===== src/rtl/rv32v_types_pkg.sv =====
// rv32v_types_pkg: shared rv32v element/load encodings plus vector memory serializer types
package rv32v_types_pkg;
  typedef enum logic [1:0] {SEW8 = 2'd0, SEW16 = 2'd1, SEW32 = 2'd2} sew_t;
  typedef enum logic [2:0] {LB = 3'd0, LH = 3'd1, LW = 3'd2, LBU = 3'd4, LHU = 3'd5} load_t;
  typedef enum logic [1:0] {STRIDED = 2'd0, INDEXED = 2'd1, SEGMENT = 2'd2} serial_mode_t;
  typedef enum logic {IDLE = 1'b0, ACCESS = 1'b1} serial_state_t;
  function automatic logic [2:0] eew_bytes(input sew_t e);
    return e == SEW32 ? 3'd4 : e == SEW16 ? 3'd2 : 3'd1;
  endfunction
endpackage


===== src/rtl/rv32v_next_lane_finder.sv =====
// rv32v_next_lane_finder: lowest set mask bit at or above start, with found flag
//   mask  : lane mask to search
//   start : first index considered (one bit wider so lane+1 never wraps)
//   lane  : index of the lowest qualifying set bit (0 when none)
//   found : a qualifying bit exists
module rv32v_next_lane_finder #(
  parameter int NUM_LANES = 4,
  localparam int LANE_W = $clog2(NUM_LANES)
) (
  input  logic [NUM_LANES-1:0] mask,
  input  logic [LANE_W:0]      start,
  output logic [LANE_W-1:0]    lane,
  output logic                 found
);
  always_comb begin
    lane = '0;
    found = 1'b0;
    for (int i = NUM_LANES - 1; i >= 0; i--)
      if (mask[i] && (LANE_W+1)'(i) >= start) begin
        lane = LANE_W'(i);
        found = 1'b1;
      end
  end
endmodule


===== src/rtl/rv32v_mem_serializer_p.sv =====
// rv32v_mem_serializer_p: serializes one vector memory micro-op into scalar LSC accesses
//   CLK/RST            : clock, synchronous active-high reset
//   req_*              : micro-op request (valid/ready), latched on accept
//   fld_wdata          : segment store data for (mem_lane, mem_field)
//   mem_*              : scalar access to the load/store controller, held until mem_ready
//   serializer_stall   : busy and not finishing this cycle
//   done               : pulse on the final access handshake (or empty completion)
//   RV32V_SERIAL_LANE_SKIP_EN : when defined, masked lanes are skipped in zero cycles
module rv32v_mem_serializer_p
  import rv32v_types_pkg::*;
#(
  parameter int NUM_LANES = 4,
  parameter int ADDR_W = 32,
  parameter int DATA_W = 32,
  parameter int MAX_NF = 8,
  localparam int LANE_W = $clog2(NUM_LANES),
  localparam int FLD_W = $clog2(MAX_NF)
) (
  input  logic                        CLK,
  input  logic                        RST,
  input  logic                        req_valid,
  output logic                        req_ready,
  input  logic                        req_wen,
  input  logic [1:0]                  req_mode,
  input  logic                        req_first,
  input  logic [ADDR_W-1:0]           req_base,
  input  logic [ADDR_W-1:0]           req_stride,
  input  logic [1:0]                  req_eew,
  input  logic [FLD_W-1:0]            req_nf,
  input  logic [NUM_LANES-1:0]        req_mask,
  input  logic [NUM_LANES*ADDR_W-1:0] req_lane_addr,
  input  logic [NUM_LANES*DATA_W-1:0] req_store_data,
  input  logic [DATA_W-1:0]           fld_wdata,
  output logic                        mem_ren,
  output logic                        mem_wen,
  output logic [ADDR_W-1:0]           mem_addr,
  output logic [DATA_W-1:0]           mem_wdata,
  output load_t                       mem_load_type,
  output logic [LANE_W-1:0]           mem_lane,
  output logic [FLD_W-1:0]            mem_field,
  input  logic                        mem_ready,
  output logic                        serializer_stall,
  output logic                        done
);
  serial_state_t state, state_n;
  serial_mode_t mode_r;
  sew_t eew_r;
  logic wen_r;
  logic [ADDR_W-1:0] cursor, cur_r, stride_r;
  logic [FLD_W-1:0] nf_r, field;
  logic [NUM_LANES-1:0] mask_r;
  logic [NUM_LANES*ADDR_W-1:0] laddr_r;
  logic [NUM_LANES*DATA_W-1:0] sdata_r;
  logic [LANE_W-1:0] lane, nxt_lane;
  logic accept, active, busy, fld_more, last;
`ifdef RV32V_SERIAL_LANE_SKIP_EN
  logic nxt_found;
  // In IDLE the finder looks at the incoming mask from lane 0 to pick the starting lane.
  rv32v_next_lane_finder #(.NUM_LANES(NUM_LANES)) u_finder (
    .mask(state == IDLE ? req_mask : mask_r),
    .start(state == IDLE ? '0 : (LANE_W+1)'(lane) + (LANE_W+1)'(1)),
    .lane(nxt_lane),
    .found(nxt_found)
  );
  assign last = !nxt_found;
`else
  assign nxt_lane = state == IDLE ? '0 : lane + LANE_W'(1);
  assign last = lane == LANE_W'(NUM_LANES - 1);
`endif
  always_comb begin
    req_ready = state == IDLE;
    accept = req_valid && req_ready;
    active = state == ACCESS && mask_r[lane];
    busy = active && !mem_ready;
    fld_more = active && mode_r == SEGMENT && field != nf_r;
    done = state == ACCESS && !busy && !fld_more && last;
    serializer_stall = state != IDLE && !done;
    mem_ren = active && !wen_r;
    mem_wen = active && wen_r;
    mem_lane = lane;
    mem_field = field;
    mem_addr = mode_r == INDEXED ? laddr_r[int'(lane)*ADDR_W +: ADDR_W]
             : cur_r + ADDR_W'(lane) * stride_r + ADDR_W'(field) * ADDR_W'(eew_bytes(eew_r));
    mem_wdata = mode_r == SEGMENT ? fld_wdata : sdata_r[int'(lane)*DATA_W +: DATA_W];
    mem_load_type = eew_r == SEW32 ? LW : eew_r == SEW16 ? LH : LB;
    state_n = accept ? ACCESS : done ? IDLE : state;
  end
  always_ff @(posedge CLK)
    if (RST) state <= IDLE;
    else state <= state_n;
  always_ff @(posedge CLK)
    if (RST) begin
      cursor <= '0;
      cur_r <= '0;
      stride_r <= '0;
      wen_r <= 1'b0;
      mode_r <= STRIDED;
      eew_r <= SEW8;
      nf_r <= '0;
      mask_r <= '0;
      laddr_r <= '0;
      sdata_r <= '0;
      lane <= '0;
      field <= '0;
    end else if (accept) begin
      cur_r <= req_first ? req_base : cursor;
      stride_r <= req_stride;
      wen_r <= req_wen;
      mode_r <= req_mode == 2'd3 ? STRIDED : serial_mode_t'(req_mode);
      eew_r <= sew_t'(req_eew);
      nf_r <= req_nf;
      mask_r <= req_mask;
      laddr_r <= req_lane_addr;
      sdata_r <= req_store_data;
      lane <= nxt_lane;
      field <= '0;
    end else if (state == ACCESS && !busy) begin
      field <= fld_more ? field + FLD_W'(1) : '0;
      if (!fld_more) lane <= done ? '0 : nxt_lane;
      if (done && mode_r != INDEXED) cursor <= cur_r + ADDR_W'(NUM_LANES) * stride_r;
    end
endmodule


===== config.mk =====
export PLATFORM = sky130hd
export DESIGN_NAME = rv32v_mem_serializer_p
export DESIGN_NICKNAME = d
export VERILOG_FILES = /design/src/rtl/rv32v_types_pkg.sv /design/src/rtl/rv32v_next_lane_finder.sv /design/src/rtl/rv32v_mem_serializer_p.sv
export SDC_FILE = /design/constraint.sdc
export NUM_CORES = 1
export LEC_CHECK = 0
export ABC_AREA = 1
export BUFFER_PORTS_ARGS = -buffer_cell sky130_fd_sc_hd__buf_2
export CAP_MARGIN = 40
export CELL_PAD_IN_SITES_DETAIL_PLACEMENT = 0
export CELL_PAD_IN_SITES_GLOBAL_PLACEMENT = 2
export CORE_MARGIN = 2
export CORE_UTILIZATION = 32
export CTS_CLUSTER_SIZE = 25
export DETAILED_ROUTE_END_ITERATION = 7
export GPL_ROUTABILITY_DRIVEN = 0
export PLACE_DENSITY_LB_ADDON = 0.1
export SYNTH_ARGS = -nofsm -noshare
export SYNTH_HDL_FRONTEND = slang
export SYNTH_SLANG_ARGS = --single-unit

===== constraint.sdc =====
create_clock -name CLK -period 9.1 [get_ports CLK]
set_clock_uncertainty 0.05 [all_clocks]
set_input_delay 0 -clock CLK [delete_from_list [all_inputs] [get_ports CLK]]
set_output_delay 0 -clock CLK [all_outputs]
set_load 0.005 [all_outputs]

==> impl_results.md <==
* Area leader, netlist: dfxtp_1
* Synthesis-to-layout area growth at 36.1%
* Post-route worst setup slack at 3.88 ns
* CP top delay family: adder cells
* Total detailed-routing wirelength at 91100 um
* Most frequent cell after synthesis: nand2_1
* Port bufs at 444
* Clock sinks at 370
* R2r startpoint: mem_lane[0]
* Commonest cells post-synth: nand2_1, inv_1, nor2_1
* Synth Warn # at 0
* Seq/Total Area, Yosys at 0.332
* Remaining DRCs at 1
* Initial antenna violation count at 13
* Placement Cell Area at 25300 sq um
* EDFF count, synth at 0
* Min Tclk post-route at 5.22 ns
* Critical path capture point type: output pin
* Register area at 7410 sq um
* Synth Cell Area at 22300 sq um
* WP data required at 9.05 ns
* Synth Instances at 3384
* Reg2Reg Setup Slack at 5.60 ns
* Critical path class: reg2out
* 1st-pass router iterations at 8
* Vias in the first global route at 23900
* Routed Antenna Nets at 0
* Slew Limit Fails at 0
* Post-CTS sizing at 0
* First DRT Iteration DRCs at 1409
* Crit start category: flop
* PwrDens at 153 nW/um^2
* Slew @ Worst Pin at 0.860 ns
* Filler cells at 7387
* First-pass GRT wire length at 137000 um
* Clock slew at reported path FFs at 0.06 ns
* Failing checks: design-rule violations
* Die Height at 268 um
* Starting Density at 0.324
* Synth unique cells at 44
* Nets at 4595
* Status: finished with violations
* Detailed placement HPWL at 67200 um
* Yosys top cell area share at 0.332
* Worst slack, placed at 4.46 ns
* IO Pins at 446
* Setup TNS at 0 ns
* Syn nets at 3912
* CP arrival at 5.17 ns
* Die ar. at 71900 sq um
* Longest Clk Path Bufs at 3
* Syn_area_per_cell at 6.60 sq um
* Clk root buf: clkbuf_16
* Total power at 4.64 mW
* Primary FF master, synth: dfxtp_1
* GRT Overall Usage at 0.250
* H-tree depth at 2
* Fmax at 0.192 GHz
* RSZ-0062 raised after global routing: false
* Crit path top cell by count: nand2_1
* R2R cell count at 12
* Clk Latency, worst-skew pair at 0.59 ns
* Min-delay src: req_valid
* Area taken by multi-input logic gates at 12000 sq um
* Placed insts at 4600
* CP Cell Sequence: nand2_1 -> fa_1 -> fa_1 -> fa_1 -> inv_1 -> ha_1 -> fa_1 -> nand3_1 -> nand3_1 -> nand2_1 -> nand2_1 -> nand2_1 -> nand2_1 -> nand2_1 -> nand3_1 -> nand2_1 -> nand2_1 -> nand2_1 -> buf_2
* Largest net degree at the start of global routing at 133
* Die X at 268 um
* Final Hold Fails at 0
* Critical Path Fanout Max at 76
* WHS Path Cells at 4
* Final instance area at 30400 sq um
* Via density at 4.77
* Top cells by area, synth: dfxtp_1, o21ai_0, nand2_1
* Fin crit share at 0.573
* Number of CTS-inserted buffers at 45
* Synth Register Bits at 370
* Hold path endpoint: sdata_r[3]
* VDD IR max at 133 uV
* CTS tree: yes
* Critical Path Max Stage Delay at 0.87 ns
* DR vias at 24100
* Bufs and invs on worst path at 2
* CP max stage cell: dfxtp_4
* # setup viols final at 0
* Ys async rst share at 0
* Reg2reg end: cursor[29]
* Finished Layout Cells at 5040
* Row count at 96
* Core box area at 68800 sq um
* Max Cap Violations at 0
* Layout cells sized above 1 at 0.139
* Leakage Power at 14.9 nW
* Slew HR at 0.427
* Grt ovf at 0
* WL/cell at 18.1 um
* Postcts setup bufs at 0
* HP Class: in2reg
## where the power goes
part	switching (mW)	leakage, nW	internal [mW]
clock network	0.752	0.765	1.14
registers	0.0749	3.05	1.74
logic	0.550	11.1	0.386
## area by class of cell
class | count | area share
multi-input combinational | 2277 | 0.396
clock buffer | 69 | 0.0443
antenna | 8 | 0.000659
sequential | 370 | 0.244
clock inverter | 12 | 0.00716
inverter | 554 | 0.0693
timing repair buffer | 819 | 0.200
tap | 931 | 0.0383
## metal layers
layer,up-vias,wire [um],GRT usage
met5,-,77,0
met4,12,3620,0.104
met3,160,5400,0.0483
met2,671,43200,0.424
met1,11100,38700,0.309
li1,12100,-,-
## placed cells by master (no fill, tap or decap), types with 8 or more instances in the layout
cell,n
nand2_1,568
inv_1,548
nor2_1,497
buf_2,447
o21ai_0,442
dfxtp_1,368
dlygate4sd3_1,350
nand3_1,208
a21oi_1,208
ha_1,119
clkbuf_16,45
fa_1,40
a31oi_1,37
o22ai_1,30
xor2_1,17
xnor2_1,15
mux2i_1,14
clkbuf_8,13
buf_4,12
nor3_1,11
a21oi_2,11
clkbuf_1,11
diode_2,8
o21bai_1,8
nand4_1,8
## worst max-delay path by stage
| stage | startpoint | endpoint | slack [ns] | cells past startpoint |
|---|---|---|---|---|
| 6_report | mem_lane[0] | mem_addr[18] | 3.88 | 19 |
| 5_1_grt | mem_lane[0] | mem_addr[18] | 3.47 | 20 |
| 4_1_cts | mem_lane[0] | mem_addr[18] | 3.80 | 19 |
| 3_5_place_dp | mem_lane[0] | mem_addr[18] | 4.46 | 19 |
| 3_3_place_gp | mem_lane[0] | mem_addr[18] | 4.49 | 20 |
| 2_1_floorplan | mem_lane[0] | mem_addr[30] | 4.76 | 23 |
## per-stage QoR
stage,hold slack (ns),util
floorplan,0.0679,-
CTS,0.000781,0.441
global placement,0.171,0.364
detailed placement,0.180,0.368
finish,0.0329,0.442
global route,0.0413,0.442
## worst min-delay path, stage by stage
cell and delay (ns):
buf_2 0.11, nand2_4 0.29, o21ai_0 0.15, nor2_1 0.08
## repair_timing
action,CTS,global route
endpoints found under the setup margin,0,0
hold buffers,350,0
hold endpoints to repair,351,0
## sequential cells by signal, summed over array words and instances (netlist names)
name,cells
cur_r,32
cursor,32
eew_r,2
laddr_r,128
mask_r,4
mem_field,3
mem_lane,2
mode_r,2
nf_r,3
sdata_r,128
state,1
stride_r,32
wen_r,1
## cells by family (layout without fill, tap and decap cells)
family | count (synthesis) | in the layout | share of synthesized area
AO/OA/AOI/OAI | 758 | 758 | 0.178
XOR/XNOR | 32 | 32 | 0.0126
adder cells (fa/ha/maj) | 159 | 159 | 0.103
buffers and inverters | 737 | 1454 | 0.130
flip-flops | 370 | 370 | 0.332
multiplexers | 14 | 14 | 0.00628
other | 1 | 9 | 0.000168
AND/OR/NAND/NOR | 1313 | 1313 | 0.239
(Power assumes the default switching activity.)
